===== config.mk =====
export PLATFORM = sky130hd
export DESIGN_NAME = weight_bias_fetch
export DESIGN_NICKNAME = d
export VERILOG_FILES = /design/src/rtl/nn_pkg.sv /design/src/rtl/layer_base_table.sv /design/src/rtl/weight_bias_fetch.sv
export SDC_FILE = /design/constraint.sdc
export NUM_CORES = 1
export LEC_CHECK = 0
export CAP_MARGIN = 20
export CORE_MARGIN = 1
export CORE_UTILIZATION = 50
export DETAILED_ROUTE_END_ITERATION = 7
export HOLD_SLACK_MARGIN = 0.06
export MAX_ROUTING_LAYER = met4
export PLACE_DENSITY = 0.84
export REMOVE_ABC_BUFFERS = 1
export SLEW_MARGIN = 20
export SYNTH_ARGS = -nofsm -noshare
export SYNTH_HDL_FRONTEND = slang
export SYNTH_SLANG_ARGS = --single-unit

===== constraint.sdc =====
create_clock -name clk -period 10.4 [get_ports clk]
set_input_delay 2.08 -clock clk [delete_from_list [all_inputs] [get_ports clk]]
set_output_delay 2.08 -clock clk [all_outputs]
set_load 0.02 [all_outputs]

===== src/rtl/nn_pkg.sv =====
// nn_pkg: shared widths and FSM state encoding for the weight/bias fetch path.
package nn_pkg;
  localparam int DATA_W     = 16;
  localparam int ADDR_W     = 15;
  localparam int BADDR_W    = 9;
  localparam int MAX_LAYERS = 5;
  localparam int NW         = 6;
  localparam int KW         = $clog2(MAX_LAYERS);
  typedef enum logic [2:0] {IDLE, PRECOMP, READY, BURST, DRAIN} state_t;
endpackage


===== src/rtl/layer_base_table.sv =====
// layer_base_table: accumulates per-layer weight/bias ROM base addresses one layer per step
// and serves base lookup by layer index.
module layer_base_table
  import nn_pkg::*;
(
  input  logic                          clk,
  input  logic                          rst,
  input  logic                          i_clear,
  input  logic                          i_step,
  input  logic [MAX_LAYERS-1:0][NW-1:0] i_nl,
  input  logic [NW-1:0]                 i_no_layers,
  input  logic [NW-1:0]                 i_n,
  output logic                          o_last,
  output logic                          o_ovf,
  output logic [ADDR_W-1:0]             o_wbase,
  output logic [BADDR_W-1:0]            o_bbase
);
  logic [KW-1:0]      r_k;
  logic [ADDR_W:0]    r_wacc;
  logic [BADDR_W:0]   r_bacc;
  logic [ADDR_W-1:0]  r_wbase [MAX_LAYERS];
  logic [BADDR_W-1:0] r_bbase [MAX_LAYERS];
  logic [NW-1:0]      w_nl;
  logic [2*NW-1:0]    w_sq;
  logic [ADDR_W:0]    w_wnext;
  logic [BADDR_W:0]   w_bnext;
  logic               w_n_ok;

  assign w_nl    = i_nl[r_k];
  assign w_sq    = w_nl * w_nl;
  assign w_wnext = r_wacc + {{(ADDR_W+1-2*NW){1'b0}}, w_sq};
  assign w_bnext = r_bacc + {{(BADDR_W+1-NW){1'b0}}, w_nl};
  // Running totals may reach exactly the ROM size; only going past it is an overflow.
  assign o_ovf   = (w_wnext > {1'b1, {ADDR_W{1'b0}}}) || (w_bnext > {1'b1, {BADDR_W{1'b0}}});
  assign o_last  = (int'(r_k) + 1 >= int'(i_no_layers)) || (r_k == KW'(MAX_LAYERS - 1));
  assign w_n_ok  = i_n < NW'(MAX_LAYERS);
  assign o_wbase = w_n_ok ? r_wbase[i_n[KW-1:0]] : '0;
  assign o_bbase = w_n_ok ? r_bbase[i_n[KW-1:0]] : '0;

  always_ff @(posedge clk) begin
    if (rst || i_clear) begin
      r_k    <= '0;
      r_wacc <= '0;
      r_bacc <= '0;
      for (int k = 0; k < MAX_LAYERS; k++) begin
        r_wbase[k] <= '0;
        r_bbase[k] <= '0;
      end
    end else if (i_step) begin
      r_wbase[r_k] <= r_wacc[ADDR_W-1:0];
      r_bbase[r_k] <= r_bacc[BADDR_W-1:0];
      r_wacc       <= w_wnext;
      r_bacc       <= w_bnext;
      r_k          <= o_last ? r_k : r_k + 1'b1;
    end
  end
endmodule


===== src/rtl/weight_bias_fetch.sv =====
// weight_bias_fetch: on each weight_en rising edge streams one neuron's weights (one per cycle)
// and its bias from synchronous ROMs to the MAC datapath.
module weight_bias_fetch
  import nn_pkg::*;
(
  input  logic               clk,
  input  logic               rst,
  input  logic               start,
  input  logic [NW-1:0]      no_layers,
  input  logic [NW-1:0]      nl1,
  input  logic [NW-1:0]      nl2,
  input  logic [NW-1:0]      nl3,
  input  logic [NW-1:0]      nl4,
  input  logic [NW-1:0]      nl5,
  input  logic               weight_en,
  input  logic [NW-1:0]      n,
  input  logic [NW-1:0]      i,
  output logic [ADDR_W-1:0]  w_addr,
  output logic               w_rd,
  input  logic [DATA_W-1:0]  w_rdata,
  output logic [BADDR_W-1:0] b_addr,
  output logic               b_rd,
  input  logic [DATA_W-1:0]  b_rdata,
  output logic [DATA_W-1:0]  weight_out,
  output logic               weight_valid,
  output logic [NW-1:0]      weight_idx,
  output logic [DATA_W-1:0]  bias_out,
  output logic               bias_valid,
  output logic               ready,
  output logic               burst_done,
  output logic               fetch_err
);
  state_t                        r_state;
  logic                          r_we_prev;
  logic [NW-1:0]                 r_j;
  logic [NW-1:0]                 r_nl;
  logic [MAX_LAYERS-1:0][NW-1:0] w_nls;
  logic [NW-1:0]                 w_nl_n;
  logic [2*NW-1:0]               w_prod;
  logic [ADDR_W-1:0]             w_wbase;
  logic [ADDR_W-1:0]             w_row;
  logic [BADDR_W-1:0]            w_bbase;
  logic                          w_rise;
  logic                          w_n_bad;
  logic                          w_last;
  logic                          w_ovf;
  logic                          w_step;

  assign w_nls      = {nl5, nl4, nl3, nl2, nl1};
  assign w_n_bad    = (n >= no_layers) || (n >= NW'(MAX_LAYERS));
  assign w_nl_n     = w_n_bad ? '0 : w_nls[n[KW-1:0]];
  assign w_prod     = i * w_nl_n;
  assign w_row      = w_wbase + ADDR_W'(w_prod);
  assign w_rise     = weight_en && !r_we_prev;
  assign w_step     = (r_state == PRECOMP) && !start;
  // ROM data lands one cycle after the strobe, aligned with the registered valid flags.
  assign weight_out = weight_valid ? w_rdata : '0;
  assign bias_out   = bias_valid ? b_rdata : '0;

  layer_base_table u_tbl (
    .clk         (clk),
    .rst         (rst),
    .i_clear     (start),
    .i_step      (w_step),
    .i_nl        (w_nls),
    .i_no_layers (no_layers),
    .i_n         (n),
    .o_last      (w_last),
    .o_ovf       (w_ovf),
    .o_wbase     (w_wbase),
    .o_bbase     (w_bbase)
  );

  always_ff @(posedge clk) begin
    if (rst) begin
      r_state      <= IDLE;
      r_we_prev    <= 1'b0;
      r_j          <= '0;
      r_nl         <= '0;
      w_rd         <= 1'b0;
      w_addr       <= '0;
      b_rd         <= 1'b0;
      b_addr       <= '0;
      weight_valid <= 1'b0;
      weight_idx   <= '0;
      bias_valid   <= 1'b0;
      ready        <= 1'b0;
      burst_done   <= 1'b0;
      fetch_err    <= 1'b0;
    end else begin
      r_we_prev    <= weight_en;
      weight_valid <= w_rd;
      weight_idx   <= r_j;
      bias_valid   <= b_rd;
      b_rd         <= 1'b0;
      burst_done   <= 1'b0;
      if (start) begin
        r_state   <= PRECOMP;
        fetch_err <= 1'b0;
        ready     <= 1'b0;
        w_rd      <= 1'b0;
      end else begin
        case (r_state)
          PRECOMP: begin
            if (w_ovf) begin
              fetch_err <= 1'b1;
              r_state   <= IDLE;
            end else if (w_last) begin
              ready   <= 1'b1;
              r_state <= READY;
            end
          end
          READY: begin
            if (w_rise) begin
              if (w_n_bad) fetch_err <= 1'b1;
              else if (w_nl_n == '0) burst_done <= 1'b1;
              else if (i >= w_nl_n) fetch_err <= 1'b1;
              else begin
                r_state <= BURST;
                w_rd    <= 1'b1;
                w_addr  <= w_row;
                b_rd    <= 1'b1;
                b_addr  <= w_bbase + BADDR_W'(i);
                r_j     <= '0;
                r_nl    <= w_nl_n;
              end
            end
          end
          BURST: begin
            if (!weight_en) begin
              w_rd    <= 1'b0;
              r_state <= READY;
            end else if (r_j == r_nl - 1'b1) begin
              w_rd       <= 1'b0;
              burst_done <= 1'b1;
              r_state    <= DRAIN;
            end else begin
              w_addr <= w_addr + 1'b1;
              r_j    <= r_j + 1'b1;
            end
          end
          DRAIN:   r_state <= READY;
          default: r_state <= IDLE;
        endcase
      end
    end
  end
endmodule


# Word level (Yosys, flattened, before mapping)
# Memory sizes are Yosys's and may differ from the RTL's.
# Cells that the tools add are included.
# totals
ff_bits,82
latch_bits,0
ramBits,120
mem_bits_ro,0
inputBits,84
output_inout_bits,69
elab_cells,158
mem_count,2
# classes
n_addsub,9
mul,2
div,0
n_lt_le_gt_ge,9
n_eq_ne,23
n_shift,0
mux,64
n_bitwise,8
n_reduce_logical,23
# memory_table
memory,words,word_bits,rd,rd_clocked_by_memory_dff,write_ports,line_no,text
u_tbl.r_wbase,5,15,1,0,5,layer_base_table.sv:21,logic [ADDR_W-1:0] r_wbase [MAX_LAYERS];
u_tbl.r_bbase,5,9,1,0,5,layer_base_table.sv:22,logic [BADDR_W-1:0] r_bbase [MAX_LAYERS];
# ops
operator,n
15-bit 2-to-1 mux,8
6-bit 2-to-1 mux,9
6-bit binary-select mux with 3-bit select,2
32-bit by 7-bit greater-or-equal comparator with 1-bit output,1
16-bit 2-to-1 mux,2
3-bit 2-to-1 mux,10
15-bit one-hot mux with 2 select lines,1
1-bit 2-to-1 mux,25
6-bit by 6-bit multiplier with 12-bit output,2
6-bit AND reduction,4
3-bit != test (second input constant),7
9-bit 2-to-1 mux,2
16-bit by 12-bit adder with 16-bit output,1
16-bit greater-than comparator (second input constant),1
15-bit by 1-bit adder with 15-bit output (second input constant),1
15-bit by 12-bit adder with 15-bit output,1
15-bit OR reduction,1
6-bit greater-or-equal comparator,2
2-bit != test (second input constant),6
3-bit one-hot mux with 4 select lines,1
6-bit one-hot mux with 2 select lines,1
10-bit by 6-bit adder with 10-bit output,1
10-bit greater-than comparator (second input constant),1
9-bit by 6-bit adder with 9-bit output,1
other kinds (29),47

# Depth between registers and ports, before layout
# Gate-level depths: netlist of the first run.
# depth
depth_word,10
ltp_mapped,29
depth_no_buf,25

# Cells and area by module
# A second synthesis of the first run with hierarchy kept.
# hier_totals
hier_cells,1540
hier_area_um2,16707.3
# modules_own_cells
module,n_inst,cells_each,area_each_um2,seq_area_each_um2
layer_base_table,1,863,11313.4,6346.1
weight_bias_fetch,1,677,5393.9,1061.0

# Least setup slack after synthesis of the first run
# Ideal clock, no wire load.
# synth_path
kind,input to register
startpoint,in n[0]
endpoint,reg w_addr[13]
arrival_ns,8.367
setup_slack_ns,1.958
cell_stages,26
n_path_buf,4
path_cell_list,buf_2 > buf_2 > clkinv_1 > clkbuf_1 > buf_1 > ha_1 > nand2b_1 > a21o_1 > a211oi_2 > o21ai_2 > nor3b_1 > nand2_1 > fa_1 > fa_1 > fa_1 > inv_1 > fa_1 > ha_1 > o21ai_0 > o21bai_1 > a31oi_1 > o21ai_0 > o41ai_1 > xor2_1 > nand2_1 > a31oi_1
# synth_via
elab_chain_cells,10
elab_cells_between_ends,22
# synth_rtl
item,line_no,text
start: declaration,weight_bias_fetch.sv:16,"input logic [NW-1:0] n,"
"6-bit greater-or-equal comparator, or another cell as far along",weight_bias_fetch.sv:50,assign w_n_bad = (n >= no_layers) || (n >= NW'(MAX_LAYERS));
1-bit logical OR / 6-bit 2-to-1 mux (equally long branches),"weight_bias_fetch.sv:50, weight_bias_fetch.sv:51",
6-bit 2-to-1 mux *,weight_bias_fetch.sv:51,assign w_nl_n = w_n_bad ? '0 : w_nls[n[KW-1:0]];
named net w_nl_n[5],weight_bias_fetch.sv:38,logic [NW-1:0] w_nl_n;
6-bit by 6-bit multiplier with 12-bit output,weight_bias_fetch.sv:52,assign w_prod = i * w_nl_n;
15-bit by 12-bit adder with 15-bit output,weight_bias_fetch.sv:53,assign w_row = w_wbase + ADDR_W'(w_prod);
15-bit 2-to-1 mux,weight_bias_fetch.sv:117,else if (i >= w_nl_n) fetch_err <= 1'b1;
15-bit 2-to-1 mux,weight_bias_fetch.sv:116,else if (w_nl_n == '0) burst_done <= 1'b1;
15-bit 2-to-1 mux,weight_bias_fetch.sv:115,if (w_n_bad) fetch_err <= 1'b1;
15-bit 2-to-1 mux,weight_bias_fetch.sv:114,if (w_rise) begin
15-bit one-hot mux with 2 select lines,weight_bias_fetch.sv:103,case (r_state)
end signal: assignment,weight_bias_fetch.sv:121,w_addr <= w_row;
end signal: assignment,weight_bias_fetch.sv:138,w_addr <= w_addr + 1'b1;
end: declaration,weight_bias_fetch.sv:18,"output logic [ADDR_W-1:0] w_addr,"
# The timed path passes the listed nets; every way through them passes the cells marked *. The select of a mux whose other input is x is not followed.
# A chain may end at the register's enable or synchronous reset.

# Final worst setup path of the first run
# layout_path
startpoint,in nl4[4]
endpoint,reg fetch_err
# layout_via
elab_chain_cells,8
elab_cells_between_ends,17
# layout_rtl
item,line_no,text
start: declaration,weight_bias_fetch.sv:13,"input logic [NW-1:0] nl4,"
6-bit binary-select mux with 3-bit select,layer_base_table.sv:29,assign w_nl = i_nl[r_k];
6-bit 2-to-1 mux (not written as such),layer_base_table.sv:29,
6-bit by 6-bit multiplier with 12-bit output,layer_base_table.sv:30,assign w_sq = w_nl * w_nl;
16-bit by 12-bit adder with 16-bit output,layer_base_table.sv:31,"assign w_wnext = r_wacc + {{(ADDR_W+1-2*NW){1'b0}}, w_sq};"
16-bit greater-than comparator,layer_base_table.sv:34,"assign o_ovf = (w_wnext > {1'b1, {ADDR_W{1'b0}}}) || (w_bnext > {1'b1, {BADDR_W{1'b0}}});"
1-bit logical OR,layer_base_table.sv:34,
2-bit by 1-bit != test with 1-bit output (no source line),--,
5-bit AND reduction (no source line) *,--,
end signal: assignment,weight_bias_fetch.sv:89,fetch_err <= 1'b0;
end signal: assignment,weight_bias_fetch.sv:99,fetch_err <= 1'b0;
end signal: assignment,weight_bias_fetch.sv:106,fetch_err <= 1'b1;
end: declaration,weight_bias_fetch.sv:31,output logic fetch_err
# Mark *: on every way between the ends. The rest lies on a longest branch, timed or not. The select of a mux whose other input is x is not followed.

==> results of run 1 <==
==> kinds of logic (layout without fill, tap and decap cells) <==
family / Yosys count / in the layout
flip-flops: 204 / 204
buffers and inverters: 214 / 346
AND/OR/NAND/NOR: 499 / 499
AO/OA/AOI/OAI: 337 / 337
multiplexers: 57 / 57
XOR/XNOR: 52 / 52
adder cells (fa/ha/maj): 133 / 133
==> per-layer routing <==
metal / GRT usage, % / up-vias
li1: - / 5512
met2: 47.4 / 624
met3: 4.49 / 126
met4: 13.4 / 0
met1: 31.4 / 5618
met5: - / -
==> worst reg2reg max path: stages (launching register included) <==
cell and delay, ps:
dfxtp_1 310, buf_4 360, mux4_2 570, nor2b_1 150, a31oi_1 420, inv_1 150
nand2_1 120, fa_1 470, fa_1 540, fa_1 550, inv_1 50, fa_1 460
ha_1 320, o21ai_0 140, a22oi_1 440, mux2i_1 160, a2111oi_0 530, nand4b_1 170
o41ai_1 670, and2_1 280, a211oi_1 90
==> metrics by stage <==
| step | utilization [%] | cell area [µm²] | instances |
|---|---|---|---|
| finish | 61.1 | 16600 | 2000 |
| global route | 61.1 | 16600 | 2000 |
| CTS | 61.1 | 16600 | 1999 |
| detailed placement | 58.0 | 15800 | 1957 |
| global placement | 58.0 | 15800 | 1957 |
| floorplan | - | 13600 | 1413 |
==> cells in the final DEF (no fill, tap or decap), drive strengths merged, types with 15 or more instances in the layout <==
| cell type | instances |
|---|---|
| xor2 | 18 |
| a211oi | 23 |
| nor4 | 21 |
| nand3 | 27 |
| clkbuf | 31 |
| clkdlybuf4s50 | 151 |
| dfxtp | 82 |
| fa | 43 |
| and2 | 130 |
| ha | 90 |
| o21ai | 56 |
| o22ai | 44 |
| mux2i | 42 |
| nor2 | 83 |
| nand2 | 122 |
| nor3 | 39 |
| inv | 132 |
| a21oi | 108 |
| a21o | 15 |
| nor2b | 21 |
| edfxtp | 122 |
| xnor2 | 34 |
| buf | 22 |
==> flip-flops by register name (all words and copies together) (netlist names) <==
signal         flops
r_j                6
bias_valid         1
b_addr             9
burst_done         1
u_tbl.r_wacc      16
fetch_err          1
weight_idx         6
ready              1
r_we_prev          1
u_tbl.r_k          3
w_rd               1
r_state            3
w_addr            15
u_tbl.r_bbase     46
r_nl               6
u_tbl.r_wbase     76
weight_valid       1
b_rd               1
u_tbl.r_bacc      10
==> how the worst max path moves through the flow <==
| stage | from | to | slack (ps) | depth (start not counted) |
|---|---|---|---|---|
| floorplan | n[0] | w_addr[13] | 2030 | 22 |
| finish | nl4[4] | fetch_err | 2030 | 20 |
| CTS | nl4[4] | fetch_err | 2150 | 20 |
| global route | nl4[4] | fetch_err | 1680 | 20 |
| detailed placement | nl4[4] | fetch_err | 1630 | 20 |
| global placement | nl4[4] | fetch_err | 1740 | 20 |
==> where the power goes <==
part           switching (W)  internal (W)  total (W)  leakage (nW)
combinational       0.000236      0.000161   0.000397          4.22
sequential         0.0000139      0.000878   0.000892          2.02
clock               0.000343      0.000551   0.000894         0.415
total               0.000593       0.00159    0.00218          6.66
==> final cells by class <==
type                            instances  area (µm²)
Sequential cell                       204        5310
Timing Repair Buffer                  173        1670
Tap cell                              372         465
Clock buffer                           31         666
Inverter                              131         492
Fill cell                            2213       10600
Clock inverter                         11         171
Multi-Input combinational cell       1078        7840
==> run metrics, run 1 <==
Final Slew Violations=0; main combinational cell family by area after synthesis=simple AND/OR/NAND/NOR gates; die span in x=~170 µm; metal3 WL=3070 µm; most frequent cell after synthesis=and2_1; WL met1=~14000 µm; asr flop ratio synth=0%; GP Congestion=a little over 0.9; Worst path top cell family by delay=adder cells; IO Count=153; sequential area share after synthesis=between 30% and 40%; largest net degree at the start of global routing=46; top sig layer=met4; RSZ-0062 raised after global routing=no; GRT Overall Usage=between 20 and 30%; Clock Tree Root=clkbuf_16; Syn Inst Count=1496; Power Dens Cells=roughly 130 mW/mm²; Final ANT Viol Nets=0; Initial Utilization=51.3%; H-tree depth=1; max cap viols=0; Max VDD drop=about 0.12 mV; RR Startpoint=u_tbl.r_k[0]; Min-Delay Path Depth=2; Clock Skews=~12 ps; Post-CTS Repair Setup Buffers=0; Worst Hold Class=register to register; vias in the first global route=11700; Skew-Pair Late Insertion Delay=between 500 and 600 ps; Rows=60; YS warnings=0; GRT overflow=0; status=complete, but fails checks; DR WL/cell=approximately 19 µm; Max Fclk=0.119 GHz; Clock Path Buffers=3; Worst R2R Setup Slack=around 3300 ps; EDFF count, synth=122; Final Setup Violations=0; Critical Path Fanout Max=6; ant diodes=0; violated checks=design-rule violations; WP buf/inv=3; Worst R2R Path Depth=20; DPL Wire Length=between 20000 and 30000 µm; post-synthesis adder-cell area fraction=14.3%; most area-hungry cell type in the Yosys netlist=edfxtp_1; XOR/XNOR Fraction of Synth Area=under 10%; Nets=between 1500 and 2000; headroom to the max-slew limit=between 30% and 40%; LEAKAGE=between 6 and 7 nW; Max stage delay on crit path=670 ps; initial antenna violation count=0; Hold WS=457 ps; Slew @ Worst Pin=971 ps; layout cells sized above 1=6.02%; routed vias=~12000; Met2 Wirelength=18600 µm; CTS tree=yes; critical path class=input port to register; crit path cell chain=clkdlybuf4s50_1, mux4_2, nor2b_1, a31oi_1, inv_1, nand2_1, fa_1, fa_1, fa_1, inv_1, fa_1, ha_1, o21ai_0, a22oi_1, mux2i_1, a2111oi_0, nand4b_1, o41ai_1, and2_1, a211oi_1; detailed router's first-iteration violation count=~1200; Crit Reg-Reg Endpoint=fetch_err; Worst Hold Path EP=u_tbl.r_wacc[10]; Min Clock Period, post-route=8370 ps; Synth Area in Compound Gates=15.3%; number of port buffers=around 150; Total Power=around 0.0022 W; period utilisation layout=between 80% and 90%; Hold Vio Cnt, Final=0; min-delay src=u_tbl.r_wacc[10]; Slowest cell on crit path=o41ai_1; critical path data required time=between 10000 and 15000 ps; CP most frequent cell=fa_1; Resized Gates After CTS=0; syn_area_per_cell=roughly 9.3 µm²; Die Span Y=approximately 170 µm; Place WS=about 1600 ps; mux cell area share after synthesis=under 10%; drt via density=just under 6; Netlist cell types=77; Post-synth top cells=and2_1, inv_1, edfxtp_1, nand2_1, a21oi_1; DIE AREA=~0.029 mm²; Num CTS Buffers=23; Synth top area share=26.3%; Hold Buf Count CTS=0; post-synthesis simple-gate area fraction=a little under a fifth; Setup TNS Final=0 ps; arrival time worst endpoint=between 8000 and 9000 ps; setup ws final=between 2000 and 2500 ps; top cells by area in the synthesized netlist=edfxtp_1, dfxtp_1, ha_1; post-synthesis cell area=0.0139 mm²; clk slew on worst S/H paths=60 ps; #FFs+latches synth=204; crit start category=input port; CP endpoint kind=register; Residual DRC=6; ys flop type=edfxtp_1; first-pass detailed-route iteration total=8; first-pass GRT wire length=around 60000 µm; Routed WL=~38000 µm; clk sink count=a little over 200; P&R area growth vs syn=19.3%; core area=~0.027 mm²
(Power assumes the default switching activity.)
==> inputs of run 2 (changes only) <==
--- a/config.mk
+++ b/config.mk
@@ -11,7 +11,7 @@
 export DETAILED_ROUTE_END_ITERATION = 7
 export HOLD_SLACK_MARGIN = 0.06
 export MAX_ROUTING_LAYER = met4
-export PLACE_DENSITY = 0.84
+export PLACE_DENSITY = 0.87
 export REMOVE_ABC_BUFFERS = 1
 export SLEW_MARGIN = 20
 export SYNTH_ARGS = -nofsm -noshare
==> constraint.sdc (replaced) <==
create_clock -name clk -period 7.2 [get_ports clk]
set_input_delay 1.44 -clock clk [delete_from_list [all_inputs] [get_ports clk]]
set_output_delay 1.44 -clock clk [all_outputs]
set_load 0.02 [all_outputs]
==> run 2 against run 1 <==
The run now ends clean; sequential power is 45% higher; critical path depth rose by 2; via count grew 2.1%; clock power up 23%; non-clock buffer count rose by 59; global-route usage barely moved; final area increased by 2.0%; sequential share of layout area down 0.62 points; setup slack got worse by 1800 ps; critical endpoint is now r_state[1]; largest power group is now sequential cells; highest routed layer unchanged.
==> run metrics, run 2 (synthesis results as in run 1) <==
Final Setup Violations=0 (unchanged); H-tree depth=1 (unchanged); Levels on crit path=22 (+10%); crit path cell chain=clkdlybuf4s50_1, mux4_2, nor2b_1, a31oi_2, inv_1, nand2_1, fa_1, fa_1, fa_1, inv_1, fa_1, ha_1, o21ai_0, o21ai_1, a211o_1, a2111oi_4, buf_4, nand4b_1, o41ai_2, buf_4, and2_1, a32o_1; IO Count=153 (unchanged); DIE AREA=0.0285 mm² (unchanged); critical path data required time=7650 ps (-3120 ps); Skew-Pair Late Insertion Delay=520 ps (about the same); WP buf/inv=5 (+2); drt via density=5.90 (-0.68%); Max Fclk=roughly 0.14 GHz; Slew @ Worst Pin=1060 ps (+90.2 ps); initial antenna violation count=0 (unchanged); Worst Hold Class=register to register; Clock Tree Root=clkbuf_16; critical path class=input port to register; clk slew on worst S/H paths=60 ps (about the same); arrival time worst endpoint=7380 ps (-1360 ps); CTS tree=yes; Worst R2R Setup Slack=840 ps (-2460 ps); Critical path origin=nl2[4]; Setup crit end=r_state[1]; GRT Overall Usage=27.6% (about the same); Initial Utilization=51.3% (unchanged); GRT overflow=0 (unchanged); number of port buffers=152 (unchanged); Hold Vio Cnt, Final=0 (unchanged); Die Span Y=169 µm (unchanged); status=finished clean; Rows=60 (unchanged); ant diodes=0 (unchanged); LEAKAGE=6.87 nW (+3.2%); Final ANT Viol Nets=0 (unchanged); max cap viols=0 (unchanged); Clock Path Buffers=3 (unchanged); first-pass GRT wire length=60500 µm (-0.44%); CP endpoint kind=register; layout cells sized above 1=8.79% (+2.8 points); multi-input gate area in the final layout=0.00786 mm² (+0.27%); RR Startpoint=u_tbl.r_k[0]; Num CTS Buffers=22 (-4.3%); Hold WS=454 ps (-3.68 ps); first-pass detailed-route iteration total=6 (-2); Crit Reg-Reg Endpoint=r_state[1]; P&R area growth vs syn=21.6%; Max VDD drop=0.198 mV (+69%); headroom to the max-slew limit=29.0% (-5.7 points); DPL Wire Length=28700 µm (+3.1%); Largest regs=u_tbl.r_wbase x76, u_tbl.r_bbase x46, u_tbl.r_wacc x16; Biggest register=u_tbl.r_wbase; Final Slew Violations=0 (unchanged); WL met1=14300 µm (+0.55%); Slowest cell on crit path=fa_1; Met2 Wirelength=19600 µm (+5.4%); routed vias=12100 (+2.1%); setup ws final=272 ps (-1760 ps); CP most frequent cell=fa_1; Power Dens Cells=179 mW/mm² (+36%); Clock Skews=16.2 ps (+4.31 ps); period utilisation layout=96.2%; top sig layer=met4; Nets=1886 (+3.2%); final core occ=62.3% (+1.2 points); GP Congestion=0.956 (+4.5%); die span in x=169 µm (unchanged); metal3 WL=2950 µm (-4.0%); largest net degree at the start of global routing=46 (unchanged); vias in the first global route=11700 (-0.43%); Total Power=0.00303 W (+39%); Critical Path Fanout Max=3 (-3); Hold Buf Count CTS=0 (unchanged); crit start category=input port; commonest non-fill, non-tap cells in the layout=clkdlybuf4s50_1, and2_1, inv_1; register area=0.00531 mm² (unchanged); detailed router's first-iteration violation count=1222 (+1.2%); Min Clock Period, post-route=6930 ps; Routed WL=38600 µm (+1.7%); Worst path top cell family by delay=adder cells; Worst R2R Path Depth=21 (+5.0%); core area=0.0272 mm² (unchanged); Largest register FFs=76 (unchanged); Filler cells=2118 (-4.3%); Max stage delay on crit path=560 ps (-110 ps); Residual DRC=0 (-6); RSZ-0062 raised after global routing=no; Place WS=-620 ps (-2250 ps); most common cell after layout, fill and taps aside=clkdlybuf4s50_1; clk sink count=204 (unchanged); DR WL/cell=18.8 µm (-1.0%)
[run 2: cell types whose count changed in the layout (fill, tap and decap cells not counted), moves of 2 or more]
| cell | delta |
|---|---|
| clkbuf_1 | +7 |
| clkinv_2 | -2 |
| clkbuf_8 | -3 |
| clkinv_1 | -2 |
| bufinv_16 | -4 |
| buf_4 | +59 |
[run 2: where the power goes]
group / internal (W) / switching, W / leakage [nW]
sequential: 0.00127 / 0.0000205 / 2.02
combinational: 0.000276 / 0.000364 / 4.52
clock: 0.000625 / 0.000472 / 0.335
[run 2: through the flow]
stage	std cells	setup TNS, ps	area (µm²)
finish	2056	0	16900
detailed placement	2016	-2800	16200
CTS	2055	0	16900
global route	2056	0	16900
global placement	2016	-1680	16200
floorplan	1413	-9640	13600
[run 2: cell type report]
type	count	share of cell area, %
Tap cell	372	2.75
Inverter	131	2.90
Multi-Input combinational cell	1078	46.4
Clock inverter	4	0.303
Clock buffer	35	3.84
Timing Repair Buffer	232	12.5
Sequential cell	204	31.3
[run 2: worst reg2reg max path: stages (launching register included)]
cell	delay (ps)
dfxtp_1	670
mux4_2	570
nor2b_1	150
a31oi_2	250
inv_1	100
nand2_1	90
fa_1	480
fa_1	530
fa_1	560
inv_1	50
fa_1	460
ha_1	310
o21ai_0	130
o21ai_1	140
a211o_1	360
a2111oi_4	370
buf_4	160
nand4b_1	120
o41ai_2	270
buf_4	190
and2_1	170
a32o_1	190
[run 2: how the worst min path moves through the flow]
stage          depth (start not counted)  slack (ps)              from                to
3_3_place_gp                           2         440  u_tbl.r_wacc[10]  u_tbl.r_wacc[10]
3_5_place_dp                           2         450   u_tbl.r_wacc[8]   u_tbl.r_wacc[8]
5_1_grt                                2         470   u_tbl.r_wacc[8]   u_tbl.r_wacc[8]
2_1_floorplan                          2         430   u_tbl.r_wacc[8]   u_tbl.r_wacc[8]
6_report                               2         450   u_tbl.r_wacc[8]   u_tbl.r_wacc[8]
4_1_cts                                2         450   u_tbl.r_wacc[8]   u_tbl.r_wacc[8]
[run 2: timing repair]
action                     4_1_cts  5_1_grt
setup buffers                    0        0
resized for setup                2        4
setup endpoints to repair        3        4
[run 2: routing by layer]
| layer | up-vias | GRT usage, % |
|---|---|---|
| met5 | - | - |
| met1 | 5768 | 30.6 |
| li1 | 5625 | - |
| met3 | 117 | 3.69 |
| met4 | 0 | 11.8 |
| met2 | 619 | 49.6 |
==> inputs of run 3 (changes only) <==
--- a/config.mk
+++ b/config.mk
@@ -5,6 +5,7 @@
 export SDC_FILE = /design/constraint.sdc
 export NUM_CORES = 1
 export LEC_CHECK = 0
+export ABC_CLOCK_PERIOD_IN_PS = 7200
 export CAP_MARGIN = 20
 export CORE_MARGIN = 1
 export CORE_UTILIZATION = 50
==> results of run 3 <==
The final DEF is identical to that of run 2; final timing and power are the same.
